[src/rtl/kuuga_mem_port_arbiter.sv]
`timescale 1ns/1ps
// Shares one AXI4-Lite master between the I-cache read path and the D-cache read/write path, one transaction at a time.
// Optional ARB_PERF_CNT_EN adds saturating grant and wait-cycle counters.
module kuuga_mem_port_arbiter #(
  parameter int ADDR_W    = 32,
  parameter int DATA_W    = 32,
  parameter int DATA_PRIO = 1
) (
  input  logic                clk,
  input  logic                rst,
  input  logic                i_req_i,
  input  logic [ADDR_W-1:0]   i_addr_i,
  output logic                i_gnt_o,
  output logic                i_rvalid_o,
  input  logic                d_req_i,
  input  logic                d_we_i,
  input  logic [DATA_W/8-1:0] d_be_i,
  input  logic [ADDR_W-1:0]   d_addr_i,
  input  logic [DATA_W-1:0]   d_wdata_i,
  output logic                d_gnt_o,
  output logic                d_rvalid_o,
  output logic [DATA_W-1:0]   rdata_o,
  output logic [ADDR_W-1:0]   m_araddr_o,
  output logic                m_arvalid_o,
  input  logic                m_arready_i,
  input  logic [DATA_W-1:0]   m_rdata_i,
  input  logic                m_rvalid_i,
  output logic                m_rready_o,
  output logic [ADDR_W-1:0]   m_awaddr_o,
  output logic                m_awvalid_o,
  input  logic                m_awready_i,
  output logic [DATA_W-1:0]   m_wdata_o,
  output logic [DATA_W/8-1:0] m_wstrb_o,
  output logic                m_wvalid_o,
  input  logic                m_wready_i,
  input  logic                m_bvalid_i,
  output logic                m_bready_o
`ifdef ARB_PERF_CNT_EN
  ,
  output logic [31:0]         perf_i_gnt_o,
  output logic [31:0]         perf_d_gnt_o,
  output logic [31:0]         perf_wait_o
`endif
);

  localparam int STRB_W = DATA_W / 8;

  typedef enum logic [2:0] {IDLE, RD_A, RD_D, WR_A, WR_B} state_t;

  state_t              state_q;
  logic                owner_d_q;
  logic                rr_q;
  logic                arvalid_q, rready_q, awvalid_q, wvalid_q, bready_q;
  logic                i_rvalid_q, d_rvalid_q;
  logic [ADDR_W-1:0]   araddr_q, awaddr_q;
  logic [DATA_W-1:0]   wdata_q, rdata_q;
  logic [STRB_W-1:0]   wstrb_q;
  logic                idle_ok, pick_d, aw_done_d, w_done_d;

  // Grant is gated by rst so a held request cannot be granted while reset is asserted.
  assign idle_ok   = (state_q == IDLE) && !rst;
  assign pick_d    = d_req_i && (!i_req_i || (DATA_PRIO != 0) || rr_q);
  assign d_gnt_o   = idle_ok && pick_d;
  assign i_gnt_o   = idle_ok && i_req_i && !pick_d;
  assign aw_done_d = !awvalid_q || m_awready_i;
  assign w_done_d  = !wvalid_q || m_wready_i;

  always_ff @(posedge clk or posedge rst) begin
    if (rst) begin
      state_q    <= IDLE;
      owner_d_q  <= 1'b0;
      rr_q       <= 1'b0;
      arvalid_q  <= 1'b0;
      rready_q   <= 1'b0;
      awvalid_q  <= 1'b0;
      wvalid_q   <= 1'b0;
      bready_q   <= 1'b0;
      i_rvalid_q <= 1'b0;
      d_rvalid_q <= 1'b0;
      araddr_q   <= '0;
      awaddr_q   <= '0;
      wdata_q    <= '0;
      wstrb_q    <= '0;
      rdata_q    <= '0;
    end else begin
      i_rvalid_q <= 1'b0;
      d_rvalid_q <= 1'b0;
      case (state_q)
        IDLE: begin
          if (d_gnt_o || i_gnt_o) begin
            owner_d_q <= d_gnt_o;
            rr_q      <= i_gnt_o;
            if (d_gnt_o && d_we_i) begin
              awaddr_q  <= d_addr_i;
              wdata_q   <= d_wdata_i;
              wstrb_q   <= d_be_i;
              awvalid_q <= 1'b1;
              wvalid_q  <= 1'b1;
              state_q   <= WR_A;
            end else begin
              araddr_q  <= d_gnt_o ? d_addr_i : i_addr_i;
              arvalid_q <= 1'b1;
              state_q   <= RD_A;
            end
          end
        end
        RD_A: begin
          if (m_arready_i) begin
            arvalid_q <= 1'b0;
            rready_q  <= 1'b1;
            state_q   <= RD_D;
          end
        end
        RD_D: begin
          if (m_rvalid_i) begin
            rready_q   <= 1'b0;
            rdata_q    <= m_rdata_i;
            d_rvalid_q <= owner_d_q;
            i_rvalid_q <= !owner_d_q;
            state_q    <= IDLE;
          end
        end
        WR_A: begin
          // AW and W complete independently; move on once both have been taken.
          if (m_awready_i) awvalid_q <= 1'b0;
          if (m_wready_i)  wvalid_q  <= 1'b0;
          if (aw_done_d && w_done_d) begin
            bready_q <= 1'b1;
            state_q  <= WR_B;
          end
        end
        WR_B: begin
          if (m_bvalid_i) begin
            bready_q   <= 1'b0;
            d_rvalid_q <= 1'b1;
            state_q    <= IDLE;
          end
        end
        default: state_q <= IDLE;
      endcase
    end
  end

  assign i_rvalid_o  = i_rvalid_q;
  assign d_rvalid_o  = d_rvalid_q;
  assign rdata_o     = rdata_q;
  assign m_araddr_o  = araddr_q;
  assign m_arvalid_o = arvalid_q;
  assign m_rready_o  = rready_q;
  assign m_awaddr_o  = awaddr_q;
  assign m_awvalid_o = awvalid_q;
  assign m_wdata_o   = wdata_q;
  assign m_wstrb_o   = wstrb_q;
  assign m_wvalid_o  = wvalid_q;
  assign m_bready_o  = bready_q;

`ifdef ARB_PERF_CNT_EN
  logic [31:0] perf_i_q, perf_d_q, perf_w_q;

  always_ff @(posedge clk or posedge rst) begin
    if (rst) begin
      perf_i_q <= '0;
      perf_d_q <= '0;
      perf_w_q <= '0;
    end else begin
      if (i_gnt_o && (perf_i_q != '1)) perf_i_q <= perf_i_q + 32'd1;
      if (d_gnt_o && (perf_d_q != '1)) perf_d_q <= perf_d_q + 32'd1;
      if ((i_req_i || d_req_i) && !(i_gnt_o || d_gnt_o) && (perf_w_q != '1))
        perf_w_q <= perf_w_q + 32'd1;
    end
  end

  assign perf_i_gnt_o = perf_i_q;
  assign perf_d_gnt_o = perf_d_q;
  assign perf_wait_o  = perf_w_q;
`endif

endmodule
[config.mk]
export PLATFORM = sky130hd
export DESIGN_NAME = kuuga_mem_port_arbiter
export DESIGN_NICKNAME = d
export VERILOG_FILES = /design/src/rtl/kuuga_mem_port_arbiter.sv
export SDC_FILE = /design/constraint.sdc
export NUM_CORES = 1
export LEC_CHECK = 0
export ABC_AREA = 1
export CORE_MARGIN = 5
export CORE_UTILIZATION = 45
export CTS_BUF_LIST = sky130_fd_sc_hd__clkbuf_4
export DETAILED_ROUTE_END_ITERATION = 10
export PLACE_DENSITY = 0.85
export REMOVE_ABC_BUFFERS = 1
export SETUP_SLACK_MARGIN = 0.5
export SYNTH_ARGS = -nofsm -noshare
export SYNTH_HDL_FRONTEND = slang
export SYNTH_SLANG_ARGS = --single-unit
[constraint.sdc]
create_clock -name clk -period 17.4 [get_ports clk]
set_clock_uncertainty 0.15 [all_clocks]
set_input_delay 4.35 -clock clk [delete_from_list [all_inputs] [get_ports clk]]
set_output_delay 4.35 -clock clk [all_outputs]
set_load 0.01 [all_outputs]
==> results.rst <==
.. list-table::
   :header-rows: 1

   * - Metric
     - Value
   * - Clock latency at the later pin of the worst-skew pair
     - 0.55 ns
   * - Number of port buffers
     - 282
   * - Post-synthesis to final-layout area growth
     - 55.2%
   * - Clock transition at the register clock pins on the worst setup and hold paths after CTS
     - 0.11 ns
   * - Pin count of the biggest net entering global routing
     - 80
   * - Mean area per synthesized cell
     - 8.64 um^2
   * - Global-route wire length before repair
     - 27200 um
   * - Maximum achievable frequency
     - 0.0855 GHz
   * - Share of final-layout standard cells stronger than drive strength 1
     - 8.11%
   * - Sum of negative setup slack
     - 0 ns
   * - Required time reported for the critical path endpoint
     - 12.90 ns
   * - Startpoint of the tightest hold check path
     - owner_d_q$_DFFE_PP0P_
   * - Die W
     - 124 um
   * - Initial antenna violation count
     - 1
   * - Number of nets still failing antenna checks after routing
     - 0
   * - Cell count after placement
     - 1104
   * - Final Hold Violating Endpoints
     - 0
   * - Synth warnings
     - 0
   * - IR drop worst, VDD
     - about 0.073 mV
   * - Worst reg-to-reg path cell count
     - 10
   * - Result of the run
     - finished, final reports clean
   * - Number of instances in the synthesized netlist
     - 676
   * - Met2 wire length
     - 8950 um
   * - Non-filler instance count after layout
     - roughly 1.1k
   * - Slew margin rel.
     - about two fifths
   * - Worst Path Max Fanout
     - 79
   * - Crit-path most repeated cell
     - sky130_fd_sc_hd__clkdlybuf4s50_1
   * - Post-CTS Setup Inserts
     - 0
   * - Kind of launch point of the worst setup path
     - primary input
   * - Met1 wire length
     - 6740 um
   * - Core Footprint
     - 0.0127 mm^2
   * - Routability congestion estimate from global placement
     - 0.812
   * - Crit path launch
     - rst
   * - Footprint of the multi-input gates
     - 0.00205 mm^2
   * - Data arrival time of the critical path
     - 7.19 ns
   * - CP top delay family
     - buffers and inverters
   * - Ordered list of cells on the worst path
     - clkdlybuf4s50_1, inv_6, nand4_4, buf_4, inv_1, clkdlybuf4s50_1
   * - Maximum number of buffers from clock root to sink
     - 2
   * - Type of destination of the critical path
     - output port
   * - Power per unit of standard cell area
     - 160 mW/mm^2
   * - Most frequent cells in the layout
     - sky130_fd_sc_hd__nand2_1, sky130_fd_sc_hd__clkdlybuf4s50_1, sky130_fd_sc_hd__dfrtp_1
   * - Via count of the first global-routing pass
     - 5336
   * - End of the worst register-to-register path
     - m_araddr_o[31]$_DFFE_PP0P_
   * - Final setup violating endpoints
     - 0
   * - Number of cells on the critical path
     - 6
   * - First-pass detailed-route iteration total
     - 4
   * - Starting utilization of the core area
     - between 40% and 50%
   * - Total area of sequential cells
     - 0.00358 mm^2
   * - I/O Pins
     - about 280
   * - Area of the mapped netlist
     - 0.00584 mm^2
   * - Met3 Routed Length
     - 2010 um
   * - Path category of the worst min-delay check
     - flip-flop to flip-flop
   * - Average vias per placed instance
     - 4.73
   * - CTS-repair resized insts
     - 0
   * - GR Util All Layers
     - 23.5%
   * - Critical R2R Launch
     - state_q[1]$_DFFE_PP0P_
   * - Leak pwr
     - 4.31 nW
   * - Uppermost layer routed
     - met4
   * - WL/cell
     - 15.9 um
   * - Worst setup slack for register-to-register paths
     - ~14 ns
   * - Sequential fraction of the synthesis area
     - 61.3%
   * - Slew of the pin with the lowest slew margin
     - 0.882 ns
   * - Sinks on the clock net
     - 143
   * - Flip-flop and latch count after synthesis
     - 143
   * - WL final
     - 18100 um
   * - Tcrit/Tclk final
     - 67.2%
   * - Slowest stage delay, CP
     - roughly 0.7 ns
   * - Level count of the clock H-tree
     - 4
   * - Critical setup path kind
     - primary input to output port
   * - End of the critical path
     - d_gnt_o
   * - Vias after detailed routing
     - approximately 5.4k
   * - Clock period minus final worst setup slack
     - around 12 ns
   * - Root buffer cell
     - sky130_fd_sc_hd__clkbuf_4
   * - Filler cell count
     - 991
   * - Leading cell type in the layout, fill and taps excluded
     - sky130_fd_sc_hd__nand2_1
   * - Inserted Clock Buffers
     - 17
   * - Max stage delay cell, worst path
     - sky130_fd_sc_hd__clkdlybuf4s50_1
   * - Worst Path Buf+Inv
     - 5
   * - Pins over their slew limit
     - 0
   * - Quantity of hold-fixing buffers added after cts
     - 0
   * - Die Height
     - 124 um
   * - Number of maximum-capacitance violations
     - 0
   * - Unrepaired setup endpoints after global routing
     - no
   * - HPWL reported at the end of detailed placement
     - 13000 um
   * - Drt initial violations
     - roughly 340
   * - Std-Cell Rows
     - a little over 40
   * - # DRC
     - 0
   * - Number of nets in the layout
     - 1093
   * - CTS tree
     - built
   * - Full die area
     - between 0.015 and 0.02 mm^2
   * - Unique masters post-synth
     - 21
   * - Total congestion overflow
     - 0
==> power by group <==
part / switching (mW) / internal, mW / total, mW / leakage, nW
Sequential: 0.0853 / 0.482 / 0.567 / 1.79
Clock: 0.117 / 0.0959 / 0.213 / 0.142
Combinational: 0.313 / 0.357 / 0.669 / 2.38
==> how the worst min path moves through the flow <==
stage	end	slack (ns)	cells past startpoint
5_1_grt	i_rvalid_o$_DFF_PP0_	0.30	1
3_5_place_dp	i_rvalid_o$_DFF_PP0_	0.26	1
2_1_floorplan	i_rvalid_o$_DFF_PP0_	0.25	1
6_report	i_rvalid_o$_DFF_PP0_	0.28	1
4_1_cts	i_rvalid_o$_DFF_PP0_	0.29	1
3_3_place_gp	i_rvalid_o$_DFF_PP0_	0.27	1
==> routing by layer <==
metal  vias to the layer above  GRT usage (%)
met5                         -              0
met4                         0           8.21
met3                        29           9.90
met2                       221           40.2
met1                      2475           26.3
li1                       2649              -
==> kinds of logic after synthesis <==
group	count (synthesis)	share of synthesized area [%]
AOI/OAI and AO/OA	74	6.45
and+or+nand+nor	410	28.7
buffers and inverters	49	3.58
DFF	143	61.3
==> through the flow <==
stage | hold WS (ns) | setup slack, ns | utilization (%) | instance area (um^2) | power (mW)
detailed placement | 0.265 | 5.60 | 69.3 | 8780 | 1.25
finish | 0.280 | 5.71 | 71.5 | 9060 | 1.45
global route | 0.296 | 5.45 | 71.5 | 9060 | 1.55
global placement | 0.268 | 5.67 | 69.3 | 8780 | 1.23
floorplan | 0.253 | 4.28 | - | 5700 | 0.833
CTS | 0.290 | 5.59 | 71.5 | 9060 | 1.47
==> sequential cells by signal (all words and copies together), names as in the netlist, 3 cells and up <==
signal      cells
m_araddr_o     32
m_awaddr_o     32
m_wdata_o      32
m_wstrb_o       4
rdata_o        32
state_q         3
==> cell type report <==
cell class | count | share of cell area, %
sequential | 143 | 39.5
timing repair buffer | 288 | 31.6
multi-input combinational | 484 | 22.7
tap | 172 | 2.37
clock inverter | 13 | 1.64
clock buffer | 17 | 1.41
inverter | 17 | 0.759
antenna | 1 | 0.0276
==> Yosys cell counts <==
cell type                  count  area, um^2
sky130_fd_sc_hd__nor2_1        8        30.0
sky130_fd_sc_hd__inv_2         3        11.3
sky130_fd_sc_hd__clkbuf_1     16        60.1
sky130_fd_sc_hd__nor2_4        2        22.5
sky130_fd_sc_hd__o21ai_0      43         215
sky130_fd_sc_hd__buf_1         4        15.0
sky130_fd_sc_hd__o22ai_1       1        6.26
sky130_fd_sc_hd__nand3_1       5        25.0
sky130_fd_sc_hd__inv_1        14        52.6
sky130_fd_sc_hd__nand3_2       1        10.0
sky130_fd_sc_hd__nand4_4       1        21.3
sky130_fd_sc_hd__o21a_1        1        7.51
sky130_fd_sc_hd__nand2_1     356        1340
sky130_fd_sc_hd__buf_4         4        30.0
sky130_fd_sc_hd__or2_2        34         213
sky130_fd_sc_hd__o21ai_1      28         140
sky130_fd_sc_hd__nor2_2        1        6.26
sky130_fd_sc_hd__o31ai_1       1        7.51
sky130_fd_sc_hd__nand4_1       2        12.5
sky130_fd_sc_hd__buf_2         8        40.0
sky130_fd_sc_hd__dfrtp_1     143        3580
==> worst reg2reg max path: cells and delay by family (launching register included) <==
| family | cells | cell delay (ns) |
|---|---|---|
| compound gates | 1 | 0.23 |
| simple gates | 4 | 0.57 |
| flops | 1 | 0.46 |
| buf+inv | 5 | 1.80 |
Note: power is estimated with default switching activity, not from simulation.
